File: src/rtl/rs_pkg.sv
// Types and constants shared by the reservation station and the ALU.
package rs_pkg;

    localparam int RS_TAG_W  = 5;
    localparam int RS_XLEN   = 32;
    localparam int RS_TYPE_W = 5;

    typedef enum logic [RS_TYPE_W-1:0] {
        ALU_ADD  = 5'd0,
        ALU_SUB  = 5'd1,
        ALU_AND  = 5'd2,
        ALU_OR   = 5'd3,
        ALU_XOR  = 5'd4,
        ALU_SLL  = 5'd5,
        ALU_SRL  = 5'd6,
        ALU_SRA  = 5'd7,
        ALU_SLT  = 5'd8,
        ALU_SLTU = 5'd9
    } alu_op_e;

    typedef struct packed {
        logic [RS_TYPE_W-1:0] op;
        logic [RS_TAG_W-1:0]  rob;
        logic [RS_XLEN-1:0]   v1;
        logic [RS_XLEN-1:0]   v2;
        logic [RS_XLEN-1:0]   imm;
        logic                 d1;
        logic                 d2;
        logic [RS_TAG_W-1:0]  t1;
        logic [RS_TAG_W-1:0]  t2;
    } rs_entry_t;

endpackage

File: src/rtl/rs_age_matrix.sv
// Relative-age tracker: grants the oldest requesting entry, one-hot.
module rs_age_matrix #(
    parameter int DEPTH = 8
) (
    input  logic             clk_in,
    input  logic             rst_in,
    input  logic             i_en,
    input  logic [DEPTH-1:0] i_alloc,
    input  logic [DEPTH-1:0] i_free,
    input  logic [DEPTH-1:0] i_req,
    output logic [DEPTH-1:0] o_grant
);

    // r_older[i][j] = 1 means entry i was allocated before entry j
    logic [DEPTH-1:0] r_older [DEPTH];

    always_ff @(posedge clk_in) begin
        if (!rst_in) begin
            for (int i = 0; i < DEPTH; i++) r_older[i] <= '0;
        end else if (i_en) begin
            for (int i = 0; i < DEPTH; i++) begin
                for (int j = 0; j < DEPTH; j++) begin
                    if (i_alloc[i] || i_free[i]) r_older[i][j] <= 1'b0;
                    else if (i_alloc[j])          r_older[i][j] <= 1'b1;
                end
            end
        end
    end

    for (genvar gi = 0; gi < DEPTH; gi++) begin : g_col
        logic [DEPTH-1:0] w_col;
        for (genvar gj = 0; gj < DEPTH; gj++) begin : g_row
            assign w_col[gj] = r_older[gj][gi];
        end
        assign o_grant[gi] = i_req[gi] & ~|(i_req & w_col);
    end

endmodule

File: src/rtl/reservation_station_n.sv
// ALU reservation station: holds tagged instructions, snoops wakeup ports,
// issues the oldest fully ready entry each cycle.
module reservation_station_n
    import rs_pkg::*;
#(
    parameter int DEPTH  = 8,
    parameter int TAG_W  = RS_TAG_W,
    parameter int XLEN   = RS_XLEN,
    parameter int TYPE_W = RS_TYPE_W,
    parameter int NUM_WB = 4
) (
    input  logic                     clk_in,
    input  logic                     rst_in,
    input  logic                     rdy_in,
    input  logic                     _clear,
    input  logic                     _rs_ready,
    input  logic [TYPE_W-1:0]        _rs_type,
    input  logic [TAG_W-1:0]         _rs_rob_id,
    input  logic [XLEN-1:0]          _rs_r1,
    input  logic [XLEN-1:0]          _rs_r2,
    input  logic [XLEN-1:0]          _rs_imm,
    input  logic                     _rs_has_dep1,
    input  logic                     _rs_has_dep2,
    input  logic [TAG_W-1:0]         _rs_dep1,
    input  logic [TAG_W-1:0]         _rs_dep2,
    output logic                     _rs_full,
    input  logic [NUM_WB-1:0]        _wb_ready,
    input  logic [NUM_WB*TAG_W-1:0]  _wb_rob_id,
    input  logic [NUM_WB*XLEN-1:0]   _wb_value,
    input  logic                     _alu_full,
    output logic                     _alu_ready,
    output logic [TYPE_W-1:0]        _alu_type,
    output logic [TAG_W-1:0]         _alu_rob_id,
    output logic [XLEN-1:0]          _alu_r1,
    output logic [XLEN-1:0]          _alu_r2,
    output logic [XLEN-1:0]          _alu_imm
);

    typedef struct packed {
        logic [TYPE_W-1:0] op;
        logic [TAG_W-1:0]  rob;
        logic [XLEN-1:0]   v1;
        logic [XLEN-1:0]   v2;
        logic [XLEN-1:0]   imm;
        logic              d1;
        logic              d2;
        logic [TAG_W-1:0]  t1;
        logic [TAG_W-1:0]  t2;
    } entry_t;

    // Returns {hit, value}; scanning downward lets the lowest port win.
    function automatic logic [XLEN:0] wb_match(
        input logic [NUM_WB-1:0]       rdy,
        input logic [NUM_WB*TAG_W-1:0] tags,
        input logic [NUM_WB*XLEN-1:0]  vals,
        input logic [TAG_W-1:0]        tag
    );
        logic [XLEN:0] res;
        res = '0;
        for (int k = NUM_WB - 1; k >= 0; k--) begin
            if (rdy[k] && tags[k*TAG_W +: TAG_W] == tag) res = {1'b1, vals[k*XLEN +: XLEN]};
        end
        return res;
    endfunction

    logic [DEPTH-1:0] r_valid;
    entry_t           r_ent [DEPTH];
    entry_t           w_upd [DEPTH];
    entry_t           w_new;
    entry_t           w_sel;
    logic [DEPTH-1:0] w_ready, w_grant, w_alloc, w_age_alloc, w_age_free;
    logic [XLEN:0]    w_byp1, w_byp2;
    logic             w_dispatch, w_issue;

    logic              r_alu_ready;
    logic [TYPE_W-1:0] r_alu_type;
    logic [TAG_W-1:0]  r_alu_rob_id;
    logic [XLEN-1:0]   r_alu_r1, r_alu_r2, r_alu_imm;

    assign _rs_full   = &r_valid;
    assign w_dispatch = _rs_ready & ~_rs_full;
    assign w_issue    = |w_grant;

    always_comb begin
        w_alloc = '0;
        for (int i = DEPTH - 1; i >= 0; i--) begin
            if (!r_valid[i]) begin
                w_alloc    = '0;
                w_alloc[i] = 1'b1;
            end
        end
    end

    assign w_byp1 = wb_match(_wb_ready, _wb_rob_id, _wb_value, _rs_dep1);
    assign w_byp2 = wb_match(_wb_ready, _wb_rob_id, _wb_value, _rs_dep2);

    always_comb begin
        w_new = '{op: _rs_type, rob: _rs_rob_id, v1: _rs_r1, v2: _rs_r2, imm: _rs_imm,
                  d1: _rs_has_dep1, d2: _rs_has_dep2, t1: _rs_dep1, t2: _rs_dep2};
        if (_rs_has_dep1 && w_byp1[XLEN]) begin
            w_new.d1 = 1'b0;
            w_new.v1 = w_byp1[XLEN-1:0];
        end
        if (_rs_has_dep2 && w_byp2[XLEN]) begin
            w_new.d2 = 1'b0;
            w_new.v2 = w_byp2[XLEN-1:0];
        end
    end

    for (genvar gi = 0; gi < DEPTH; gi++) begin : g_ent
        logic [XLEN:0] w_m1, w_m2;
        entry_t        w_nx;
        assign w_m1 = wb_match(_wb_ready, _wb_rob_id, _wb_value, r_ent[gi].t1);
        assign w_m2 = wb_match(_wb_ready, _wb_rob_id, _wb_value, r_ent[gi].t2);
        always_comb begin
            w_nx = r_ent[gi];
            if (r_ent[gi].d1 && w_m1[XLEN]) begin
                w_nx.d1 = 1'b0;
                w_nx.v1 = w_m1[XLEN-1:0];
            end
            if (r_ent[gi].d2 && w_m2[XLEN]) begin
                w_nx.d2 = 1'b0;
                w_nx.v2 = w_m2[XLEN-1:0];
            end
        end
        assign w_upd[gi]   = w_nx;
        assign w_ready[gi] = r_valid[gi] & ~r_ent[gi].d1 & ~r_ent[gi].d2;
    end

    assign w_age_alloc = (w_dispatch && !_clear) ? w_alloc : '0;
    assign w_age_free  = _clear ? '1 : w_grant;

    rs_age_matrix #(.DEPTH(DEPTH)) u_age (
        .clk_in  (clk_in),
        .rst_in  (rst_in),
        .i_en    (rdy_in),
        .i_alloc (w_age_alloc),
        .i_free  (w_age_free),
        .i_req   (w_ready & {DEPTH{~_alu_full}}),
        .o_grant (w_grant)
    );

    always_comb begin
        w_sel = '0;
        for (int i = 0; i < DEPTH; i++) begin
            if (w_grant[i]) w_sel = r_ent[i];
        end
    end

    // Entry payload needs no reset: it is only observed through r_valid.
    always_ff @(posedge clk_in) begin
        if (!rst_in) begin
            r_valid      <= '0;
            r_alu_ready  <= 1'b0;
            r_alu_type   <= '0;
            r_alu_rob_id <= '0;
            r_alu_r1     <= '0;
            r_alu_r2     <= '0;
            r_alu_imm    <= '0;
        end else if (rdy_in) begin
            if (_clear) begin
                r_valid     <= '0;
                r_alu_ready <= 1'b0;
            end else begin
                r_alu_ready <= w_issue;
                if (w_issue) begin
                    r_alu_type   <= w_sel.op;
                    r_alu_rob_id <= w_sel.rob;
                    r_alu_r1     <= w_sel.v1;
                    r_alu_r2     <= w_sel.v2;
                    r_alu_imm    <= w_sel.imm;
                end
                for (int i = 0; i < DEPTH; i++) begin
                    if (w_grant[i]) begin
                        r_valid[i] <= 1'b0;
                    end else if (w_dispatch && w_alloc[i]) begin
                        r_valid[i] <= 1'b1;
                        r_ent[i]   <= w_new;
                    end else if (r_valid[i]) begin
                        r_ent[i]   <= w_upd[i];
                    end
                end
            end
        end
    end

    assign _alu_ready  = r_alu_ready;
    assign _alu_type   = r_alu_type;
    assign _alu_rob_id = r_alu_rob_id;
    assign _alu_r1     = r_alu_r1;
    assign _alu_r2     = r_alu_r2;
    assign _alu_imm    = r_alu_imm;

endmodule

File: config.mk
export PLATFORM = sky130hd
export DESIGN_NAME = reservation_station_n
export DESIGN_NICKNAME = d
export VERILOG_FILES = /design/src/rtl/rs_pkg.sv /design/src/rtl/rs_age_matrix.sv /design/src/rtl/reservation_station_n.sv
export SDC_FILE = /design/constraint.sdc
export NUM_CORES = 2
export LEC_CHECK = 0
export BUFFER_PORTS_ARGS = -buffer_cell sky130_fd_sc_hd__buf_2
export CELL_PAD_IN_SITES_DETAIL_PLACEMENT = 1
export CELL_PAD_IN_SITES_GLOBAL_PLACEMENT = 1
export CORE_MARGIN = 10
export CORE_UTILIZATION = 35
export DETAILED_ROUTE_END_ITERATION = 7
export GPL_TIMING_DRIVEN = 0
export HOLD_SLACK_MARGIN = 0.12
export PLACE_DENSITY_LB_ADDON = 0.1
export SLEW_MARGIN = 20
export SYNTH_ARGS = -nofsm -noshare
export SYNTH_HDL_FRONTEND = slang
export SYNTH_SLANG_ARGS = --single-unit
File: constraint.sdc
create_clock -name clk_in -period 10.4 [get_ports clk_in]
set_clock_uncertainty 0.15 [all_clocks]
set_input_delay 2.6 -clock clk_in [delete_from_list [all_inputs] [get_ports clk_in]]
set_output_delay 2.6 -clock clk_in [all_outputs]
set_load 0.005 [all_outputs]
==> results by group <==
Run status
  • Status: complete, no violations

Min path
  • Min-delay src: _alu_r2[19]
  • Hold WC Path Type: reg -> reg
  • Hold Path Stages: 1
  • Hold Crit Endpoint: _alu_r2[19]

Routing
  • Residual DRC count: 0
  • Vias: around 71000
  • Final wirelength: roughly 470000 microns
  • WL per Instance: slightly below 50 microns
  • Initial DRT Pass Iterations: 7
  • Via density: ~7.3
  • DRT antenna net count: 0
  • Initial drt markers: approximately 12000

Placement
  • Setup WS pre-CTS: approximately 2.1 ns
  • Routability-driven placement congestion ratio: approximately 1.1
  • I/O Buffers: around 230
  • Placed inst area: 71700 sq um
  • HPWL after DPL: 345000 microns
  • Placed Cells: 9438

Floorplanning
  • Starting density of the core: a little over a third
  • Die Y: around 450 microns
  • Die footprint: between 200000 and 250000 sq um
  • Ports: 384
  • CORE AREA: about 190000 sq um
  • Die Width: roughly 450 microns
  • Rows: around 160

Synth
  • Post-synthesis mux area share: less than 1%
  • Complex-gate fraction of the synthesized area: between 20 and 30%
  • Ys flop type: edfxtp_1
  • Flip-flop and latch count after synthesis: 1123
  • Yosys warns: 0
  • Post-synthesis simple-gate area fraction: between 10% and 20%
  • Largest family of logic cells by synthesized area: compound AO/OA/AOI/OAI gates
  • Netlist cell types: 56
  • Syn Area/Cell: 9.89 sq um
  • Synth Area in XOR/XNOR: around 4.8%
  • Sequential element share of the synthesized area: around half
  • Adder-cell share of the synthesized area: 0%
  • Syn Inst Count: between 6000 and 7000
  • Post-synth ARST share: 0%
  • Syn Std Cell Area: roughly 66000 sq um
  • Post-synth EDFFs: between 1000 and 1500

Clocking
  • Worst-Skew Late Latency: approximately 0.86 ns
  • Setup repair bufs after CTS: 0
  • Clock sinks: 1123
  • CTS Buf Count: ~140
  • H-Tree Depth: 4
  • Post-CTS Hold Buffers: 0
  • CTS root buf: clkbuf_16
  • Cts repair resizes: 0
  • Clock transition at path regs: about 0.06 ns
  • CTS Buffer Depth: 3
  • CTS tree: yes

Timing
  • Max-slew violations: 0
  • Hold slack: approximately 0.31 ns
  • Final hold vios: 0
  • Slew HR: between 10% and 20%
  • F_max: roughly 0.13 GHz
  • Final setup violating endpoints: 0
  • Setup ws final: between 2 and 2.5 ns
  • Final Critical Period: around 7.9 ns
  • Worst slew pin tran: 1.33 ns
  • Part of the cycle the worst path needs: between 70% and 80%
  • RSZ-0062 raised after global routing: no

Pwr
  • Pwr/cell area: 143 nW/um^2
  • VDD IR-drop max: 0.000141 V
  • Leakage: 23.5 nW

Setup path
  • Slowest CP cell: buf_1
  • CP Data Arrival Time: between 8 and 9 ns
  • Crit. End Element: register
  • Critical path origin: _rs_dep1[2]
  • Max stage delay on crit path: roughly 0.95 ns
  • Cell mode on critical path: buf_2
  • CP cell instances: buf_2 -> xor2_1 -> nor4_1 -> and3_1 -> buf_2 -> nor4b_2 -> nor2b_1 -> buf_2 -> buf_1 -> o311ai_0 -> o21ai_1 -> a21oi_1
  • Critical path class: in -> reg
  • Worst EP required: 10.60 ns
  • Worst Reg-to-Reg Cells: 9
  • Reg2reg start: r_valid[0]
  • Crit Path Max Fanout: 13
  • R2R Setup Slk: 4.06 ns
  • Reg-to-Reg End: r_ent[1][444]
  • Setup crit start kind: input port

Final layout
  • Area growth syn-to-layout: 16.2%
  • Layout cells sized above 1: around a tenth
  • Post-route cell area: 76400 sq um
  • Filler cell count: roughly 21000
  • Fin nets: approximately 7400
  • Final cell count without fillers: 9750

Global route
  • GRT overflow: 0
  • First-pass GRT wire length: around 600000 microns
  • Initial antenna violation count: roughly 70
  • Number of global-route vias before repair: 68300
  • Largest net degree at the start of global routing: 41
  • Gr usage total: between 40% and 50%

Run
  • Maxcap violations: 0
==> through the flow <==
stage                     util [%]  power, mW  TNS [ns]
after global placement        37.4       6.01  -1617.03
after detailed placement      38.3       6.03         0
final                         40.8       11.0         0
after floorplan                  -       5.54         0
after global routing          40.7       11.1         0
after CTS                     40.7       10.9         0
==> report_power, final <==
part	total (mW)	internal, mW	switching, mW	leakage [nW]
registers	4.97	4.96	0.0109	9.95
logic	1.03	0.221	0.810	11.4
clock network	4.96	2.79	2.17	2.17
==> cells in the mapped netlist, drive strengths merged (2+ instances only) <==
cell | instances | area, sq um
dfxtp | 115 | 2300
or3 | 9 | 56.3
nand4 | 4 | 31.3
xnor2 | 72 | 631
o311ai | 64 | 561
xor2 | 288 | 2520
clkbuf | 760 | 2850
edfxtp | 1008 | 30300
a21oi | 579 | 2900
nor3 | 424 | 2140
a32o | 106 | 1060
nor3b | 2 | 20.0
a211oi | 321 | 2410
nand3 | 34 | 170
mux2i | 64 | 641
o211ai | 106 | 796
o22ai | 64 | 400
nor2 | 664 | 2500
inv | 16 | 60.1
buf | 240 | 1110
nor4 | 72 | 450
nand2b | 2 | 12.5
or4 | 2 | 15.0
and3 | 69 | 432
o21ai | 270 | 1350
nand3b | 2 | 15.0
o22a | 106 | 928
o41ai | 10 | 87.6
a221oi | 788 | 6900
o31ai | 67 | 503
a22oi | 24 | 180
or2 | 9 | 56.3
nor2b | 25 | 156
a21boi | 8 | 67.6
nand4b | 8 | 70.1
nor4b | 11 | 216
nand2 | 228 | 858
and2 | 4 | 25.0
==> how the worst max path moves through the flow <==
stage,endpoint,slack (ns),cells past startpoint
2_1_floorplan,r_ent[1][128],3.09,10
3_3_place_gp,r_ent[0][332],-5.10,8
3_5_place_dp,r_ent[1][449],2.07,9
4_1_cts,r_ent[1][444],2.88,9
5_1_grt,r_ent[0][452],2.72,12
6_report,r_ent[0][452],2.47,12
==> metal layers <==
metal	vias up	part of all wire [%]	track usage, %
li1	27200	-	-
met1	36300	38	55.0
met2	5994	40	59.8
met3	1562	13	17.5
met4	40	9.0	32.8
met5	-	0.11	0.816
==> cell type report <==
cell class	count	area [sq um]	share of cell area (%)
Inverter	16	80.1	0.105
Clock buffer	190	3670	4.80
Tap cell	2495	3120	4.08
Multi-Input combinational cell	4517	29500	38.6
Timing Repair Buffer	287	2430	3.18
Antenna cell	59	148	0.193
Sequential cell	1123	32600	42.6
Clock inverter	63	882	1.15
Buffer	1000	4050	5.30
==> critical path, delay by kind of cell <==
family | cells | cell delay (ns)
xor+xnor | 1 | 0.12
compound gates | 3 | 1.76
simple gates | 4 | 1.08
buf+inv | 4 | 2.55
==> registers in the layout (all words and copies together) (netlist names) <==
| signal | cells |
|---|---|
| _alu_imm | 32 |
| _alu_r1 | 32 |
| _alu_r2 | 32 |
| _alu_ready | 1 |
| _alu_rob_id | 5 |
| _alu_type | 5 |
| r_ent | 944 |
| r_valid | 8 |
| u_age.r_older | 64 |
==> kinds of logic (layout without fill, tap and decap cells) <==
kind of cell              count (synthesis)  after routing
buffers and inverters                  1016           1556
and+or+nand+nor                        1572           1572
xor gates and xnor gates                360            360
muxes                                    64             64
DFF                                    1123           1123
other                                     1             67
AOI/OAI and AO/OA                      2513           2513
==> cells in the final DEF (no fill, tap or decap), types with 136 or more instances in the layout <==
cell type,count
edfxtp_1,1008
a221oi_1,788
clkbuf_1,741
nor2_1,656
a21oi_1,579
nor3_1,422
buf_2,332
a211oi_1,321
xor2_1,288
nand2_1,224
o21ai_0,188
clkbuf_16,136
Power figures use the tool's default switching activity.
